**config.mk**
```make
export PLATFORM = sky130hd
export DESIGN_NAME = tdm_demux
export DESIGN_NICKNAME = d
export VERILOG_FILES = /design/src/rtl/tdm_demux.sv
export SDC_FILE = /design/constraint.sdc
export NUM_CORES = 1
export LEC_CHECK = 0
export CAP_MARGIN = 15
export CELL_PAD_IN_SITES_DETAIL_PLACEMENT = 1
export CELL_PAD_IN_SITES_GLOBAL_PLACEMENT = 1
export CORE_MARGIN = 10
export CORE_UTILIZATION = 39
export CTS_BUF_LIST = sky130_fd_sc_hd__clkbuf_8
export CTS_CLUSTER_SIZE = 28
export DETAILED_ROUTE_END_ITERATION = 16
export HOLD_SLACK_MARGIN = 0.15
export PLACE_DENSITY_LB_ADDON = 0.1
export SETUP_SLACK_MARGIN = 0.05
export SKIP_LAST_GASP = 1
export SLEW_MARGIN = 20
export SYNTH_ARGS = -nofsm -noshare
export SYNTH_HDL_FRONTEND = slang
export SYNTH_SLANG_ARGS = --single-unit
```
**constraint.sdc**
```tcl
create_clock -name clk -period 3.3 [get_ports clk]
set_input_delay 0.33 -clock clk [delete_from_list [all_inputs] [get_ports clk]]
set_output_delay 0.33 -clock clk [all_outputs]
set_load 0.05 [all_outputs]
```
**src/rtl/tdm_demux.sv**
```systemverilog
// Three-stream TDM demultiplexer: tracks slot boundaries with a per-slot cycle
// counter, recovers DS1..DS3 words and flywheels on the configuration latched at frame start.
//
// state | meaning
// IDLE  | not tracking; waits for a frame_start with a valid configuration
// SLOT1 | receiving DS1 slot
// SLOT2 | receiving DS2 slot
// SLOT3 | receiving DS3 slot
module tdm_demux #(
  parameter int DATA_W = 8
) (
  input  logic              clk,
  input  logic              rst,
  input  logic [1:0]        mode,
  input  logic [2:0]        switch_clk_cycles,
  input  logic              frame_start,
  input  logic [DATA_W-1:0] multiplexed_data,
  output logic [DATA_W-1:0] ds1_out,
  output logic [DATA_W-1:0] ds2_out,
  output logic [DATA_W-1:0] ds3_out,
  output logic [2:0]        ds_valid,
  output logic              frame_done,
  output logic              sync_err,
  output logic              locked
);

  typedef enum logic [1:0] {
    S_IDLE  = 2'd0,
    S_SLOT1 = 2'd1,
    S_SLOT2 = 2'd2,
    S_SLOT3 = 2'd3
  } state_t;

  state_t            r_state;
  logic [2:0]        r_cyc;
  logic [1:0]        r_l_mode;
  logic [2:0]        r_l_n;
  logic [DATA_W-1:0] r_ds1;
  logic [DATA_W-1:0] r_ds2;
  logic [DATA_W-1:0] r_ds3;
  logic [2:0]        r_ds_valid;
  logic              r_frame_done;
  logic              r_sync_err;
  logic              r_locked;

  logic              w_cfg_ok;
  logic              w_fs_ok;
  logic              w_fs_bad;
  logic              w_aligned;
  logic              w_resync;
  state_t            w_state;
  logic [1:0]        w_slot;
  logic [2:0]        w_cyc;
  logic [1:0]        w_mode;
  logic [2:0]        w_n;
  logic              w_active;
  logic              w_last;
  logic              w_final;
  state_t            w_next_slot;

  assign w_cfg_ok  = (mode != 2'd0) && (switch_clk_cycles != 3'd0);
  assign w_fs_ok   = frame_start && w_cfg_ok;
  assign w_fs_bad  = frame_start && !w_cfg_ok;
  assign w_aligned = (r_state == S_SLOT1) && (r_cyc == 3'd0);
  assign w_resync  = w_fs_ok && r_locked && !w_aligned;

  // An accepted frame_start makes the current cycle cycle 0 of SLOT1 under the
  // freshly presented configuration, so position and config are overridden here.
  assign w_state = w_fs_ok ? S_SLOT1 : r_state;
  assign w_cyc   = w_fs_ok ? 3'd0 : r_cyc;
  assign w_mode  = w_fs_ok ? mode : r_l_mode;
  assign w_n     = w_fs_ok ? switch_clk_cycles : r_l_n;
  assign w_slot  = w_state;

  assign w_active    = (w_state != S_IDLE) && !w_fs_bad;
  assign w_last      = w_active && (w_cyc == (w_n - 3'd1));
  assign w_final     = w_last && (w_slot == w_mode);
  assign w_next_slot = (w_slot < w_mode) ? state_t'(w_slot + 2'd1) : S_SLOT1;

  always_ff @(posedge clk) begin
    if (rst) begin
      r_state      <= S_IDLE;
      r_cyc        <= 3'd0;
      r_l_mode     <= 2'd0;
      r_l_n        <= 3'd0;
      r_ds1        <= '0;
      r_ds2        <= '0;
      r_ds3        <= '0;
      r_ds_valid   <= 3'b000;
      r_frame_done <= 1'b0;
      r_sync_err   <= 1'b0;
      r_locked     <= 1'b0;
    end else begin
      r_ds_valid   <= 3'b000;
      r_frame_done <= 1'b0;
      r_sync_err   <= 1'b0;

      if (frame_start) begin
        r_l_mode <= mode;
        r_l_n    <= switch_clk_cycles;
      end

      if (w_fs_bad) begin
        r_state  <= S_IDLE;
        r_cyc    <= 3'd0;
        r_locked <= 1'b0;
      end else if (w_active) begin
        if (w_fs_ok) begin
          r_locked <= 1'b1;
        end
        r_sync_err <= w_resync;
        if (w_last) begin
          case (w_state)
            S_SLOT1: begin
              r_ds1         <= multiplexed_data;
              r_ds_valid[0] <= 1'b1;
            end
            S_SLOT2: begin
              r_ds2         <= multiplexed_data;
              r_ds_valid[1] <= 1'b1;
            end
            S_SLOT3: begin
              r_ds3         <= multiplexed_data;
              r_ds_valid[2] <= 1'b1;
            end
            default: ;
          endcase
          r_frame_done <= w_final;
          r_cyc        <= 3'd0;
          r_state      <= w_next_slot;
        end else begin
          r_cyc   <= w_cyc + 3'd1;
          r_state <= w_state;
        end
      end
    end
  end

  assign ds1_out    = r_ds1;
  assign ds2_out    = r_ds2;
  assign ds3_out    = r_ds3;
  assign ds_valid   = r_ds_valid;
  assign frame_done = r_frame_done;
  assign sync_err   = r_sync_err;
  assign locked     = r_locked;

endmodule

```
==> flow_summary.yaml, run 1 <==
job:
  drv_cap: 0
logic_synthesis:
  synth_top_area_share_pct: 42.7
  synth-seq-area-share_pct: 42.7
  synth_edf_count: 0
  yosys_register_bits: 40
  synth_top_area_cell: "dfxtp_1"
  netlist_area_mm2: 0.00188
  yosys_most_used_dff: "dfxtp_1"
  syn_avg_cell_area_um2: 10.1
  ys_top_cells_by_area: "dfxtp_1 43%, mux2i_1 17%, nor2_1 7.8%, ha_1 5.3%, nor4_4 3.4%"
  syn-num-nets: 210
  synthCells: 186
  synthDistinctLibCells: 43
  yosys_warnings: 0
  async_reset_ff_share_pct: 0
sta:
  period_share_pct: 91.3
  finalHoldViolCount: 0
  grt_setup_unrepaired: "false"
  slew_headroom_pct: 47.8
  fmax_ghz: 0.332
  clock_skew_ns: 0.00891
  min_period_ns: 3.01
  setup_slack_ns: 0.286
  setup_violations: 0
  final_max_slew_viol_count: 0
  worst_slew_pin_slew_ns: 0.777
layout:
  fillers: 536
  multiInputGateArea_mm2: 0.00103
  drive_above_1_share_pct: 13.8
  final_area_mm2: 0.00256
  area_delta_synth_final_pct: 36.5
  seq_area_um2: 801
  final_cells: 301
  fin_nets: 271
  n_antenna_cell: 0
critical_path:
  worst-setup-path-type: "in -> reg"
  crit_path_end_kind: "flop"
  max_stage_delay_ns: 0.68
  cp.depth: 11
  worstReg2RegStart: "r_l_n[0]$_SDFFE_PP0P_"
  arrival_ns: 3.19
  cp_cell_sequence: "clkdlybuf4s50_1 > or3_4 > nand2b_4 > a21oi_1 > ha_1 > xnor2_1 > a21oi_2 > a31oi_4 > nor4_4 > mux2i_1 > nor2_1"
  r2r-end: "ds1_out[1]$_SDFFE_PP0P_"
  reg2reg_depth: 8
  crit_path_max_fanout: 8
  slowest_stage: "nor4_4"
  cpLargestDelayFamily: "simple AND/OR/NAND/NOR gates"
  r2r_slack_ns: 0.95
  start_kind: "input pin"
  crit_required_ns: 3.47
  cp_num_buf_inv: 1
clock_network:
  clock_path_buffers: 2
  htreeDepth: 2
  clk_pin_slew_worst_paths_ns: 0.07
  clock-sinks: 40
  root_buffer: "clkbuf_8"
  cts_tree: "done"
  cts_resized: 0
  clk_latency_ns: 0.30
  cts_inserted_buffers: 5
detailed_routing:
  wl_met3_um: 389
  dr.pass1.iters: 4
  dr.first_iter.drc_count: 52
  maxUsedRoutingLayer: "met4"
  wl_per_cell_um: 17.5
  wl_met1_mm: 2.13
  routed_via_density: 5.30
  vias: 1595
  drtAntennaViolNets: 0
  wl_met2_mm: 2.67
  route.detailed.drc: 0
  wirelength_mm: 5.27
die:
  rows: 25
  die_area_mm2: 0.00799
  die_w_um: 89.4
  die_h_um: 89.4
  io-pin-count: 46
  start_util_pct: 40.0
  core_mm2: 0.00469
min_path:
  hold_path_end: "sync_err$_SDFF_PP0_"
  worstHoldPathType: "reg -> reg"
  min_from: "locked$_SDFFE_PP0P_"
  holdPathStages: 2
placement:
  dp_hpwl_mm: 4.13
  post-place-ws_ns: -0.101
  dpl_cell_area_mm2: 0.00247
  post-place-cells: 292
  gp_congestion: 0.817
  port_buffers: 45
global_route:
  grt_pass1_vias: 1704
  grt_remaining_overflow: 0
  grt_util_all_layers_pct: 14.3
  antenna_found_initial: 0
  grt_pass1_wl_mm: 8.85
  grt_start_max_net_pins: 32
pwr:
  p_leak_nw: 0.968
  power_density_mw_per_mm2: 408
  irDropWorstVdd_uv: 234
status:
  outcome: "finished, final reports clean"
[synthesized netlist by cell type, types with 2 or more instances]
| master | n |
|---|---|
| a21o_1 | 2 |
| a21oi_1 | 3 |
| and2_1 | 2 |
| and3_1 | 3 |
| clkbuf_1 | 4 |
| dfxtp_1 | 40 |
| ha_1 | 8 |
| inv_1 | 6 |
| mux2i_1 | 31 |
| nand2_1 | 6 |
| nand3_1 | 5 |
| nor2_1 | 39 |
| nor3_1 | 2 |
| nor4_4 | 3 |
| o21ai_0 | 2 |
| xnor2_1 | 3 |
[flip-flops by register name, indices dropped and copies added (netlist names)]
signal	cells
r_l_n	3
ds3_out	8
frame_done	1
ds_valid	3
r_l_mode	2
ds2_out	8
r_state	2
r_cyc	3
sync_err	1
locked	1
ds1_out	8
[power breakdown]
group,leakage (nW),total [mW],switching [mW],internal [mW]
sequential,0.324,0.506,0.0103,0.496
combinational,0.604,0.223,0.129,0.0940
clock,0.0400,0.315,0.172,0.143
total,0.968,1.04,0.311,0.733
[worst min-delay path, cell delays in order (launching register included)]
cell	delay, ns
dfxtp_1	0.32
o21ai_0	0.08
nor4_1	0.05
[routing by layer]
layer / track usage [%] / vias up
li1: - / 770
met5: 0 / -
met2: 24.1 / 44
met3: 5.65 / 7
met1: 15.5 / 774
met4: 5.92 / 0
[worst max-delay path by stage]
| stage | to | slack, ns | startpoint |
|---|---|---|---|
| 6_report | ds1_out[1]$_SDFFE_PP0P_ | 0.29 | switch_clk_cycles[1] |
| 5_1_grt | ds2_out[6]$_SDFFE_PP0P_ | 0.09 | switch_clk_cycles[1] |
| 4_1_cts | ds3_out[2]$_SDFFE_PP0P_ | 0.22 | switch_clk_cycles[1] |
| 3_5_place_dp | ds3_out[2]$_SDFFE_PP0P_ | -0.10 | switch_clk_cycles[1] |
| 3_3_place_gp | ds3_out[1]$_SDFFE_PP0P_ | -0.0006 | switch_clk_cycles[0] |
| 2_1_floorplan | ds1_out[6]$_SDFFE_PP0P_ | 0.73 | switch_clk_cycles[0] |
[through the flow]
step	utilization (%)	TNS [ns]	total power, mW	hold WS (ns)
after global placement	52.6	-0.000678	0.728	0.464
after floorplan	-	0	0.657	0.455
after detailed placement	52.6	-1.13	0.741	0.483
after CTS	54.3	0	1.06	0.495
after global routing	54.6	0	1.11	0.531
final	54.6	0	1.04	0.488
[what timing repair did]
item,CTS,global route
endpoints found under the setup margin,0,2
hold endpoints to repair,0,0
hold buffers,0,0
setup buffers,0,2
[cell families after synthesis]
logic type	synth area share, %
compound gates	9.53
mux	16.5
simple gates	21.5
xor+xnor	2.27
fa+ha+maj	5.33
flops	42.7
buf+inv	2.20
[layout by cell type, fill, tap and decap left out, types with 2 or more instances in the layout]
cell | netlist | layout
clkdlybuf4s50_1 | 0 | 45
dfxtp_1 | 40 | 40
nor2_1 | 39 | 39
mux2i_1 | 31 | 31
buf_4 | 0 | 14
ha_1 | 8 | 8
nand2_1 | 6 | 6
inv_1 | 6 | 6
nand3_1 | 5 | 5
clkbuf_8 | 0 | 5
a21oi_1 | 3 | 3
xnor2_1 | 3 | 3
nor4_4 | 3 | 3
and3_1 | 3 | 3
and2_1 | 2 | 2
a21o_1 | 2 | 2
nor3_1 | 2 | 2
o21ai_0 | 2 | 2
[cell type report]
cell class / count / share of cell area (%)
Clock buffer: 5 / 2.69
Clock inverter: 2 / 0.488
Inverter: 6 / 0.879
Multi-Input combinational cell: 135 / 40.4
Sequential cell: 40 / 31.2
Tap cell: 54 / 2.64
Timing Repair Buffer: 59 / 21.7
No activity file was read; power rests on OpenSTA's default activity.
==> inputs of run 2 (changes only) <==
- GPL_ROUTABILITY_DRIVEN: not set -> 0
==> results of run 2 <==
Final layout, timing and power as in run 1 (identical DEF).
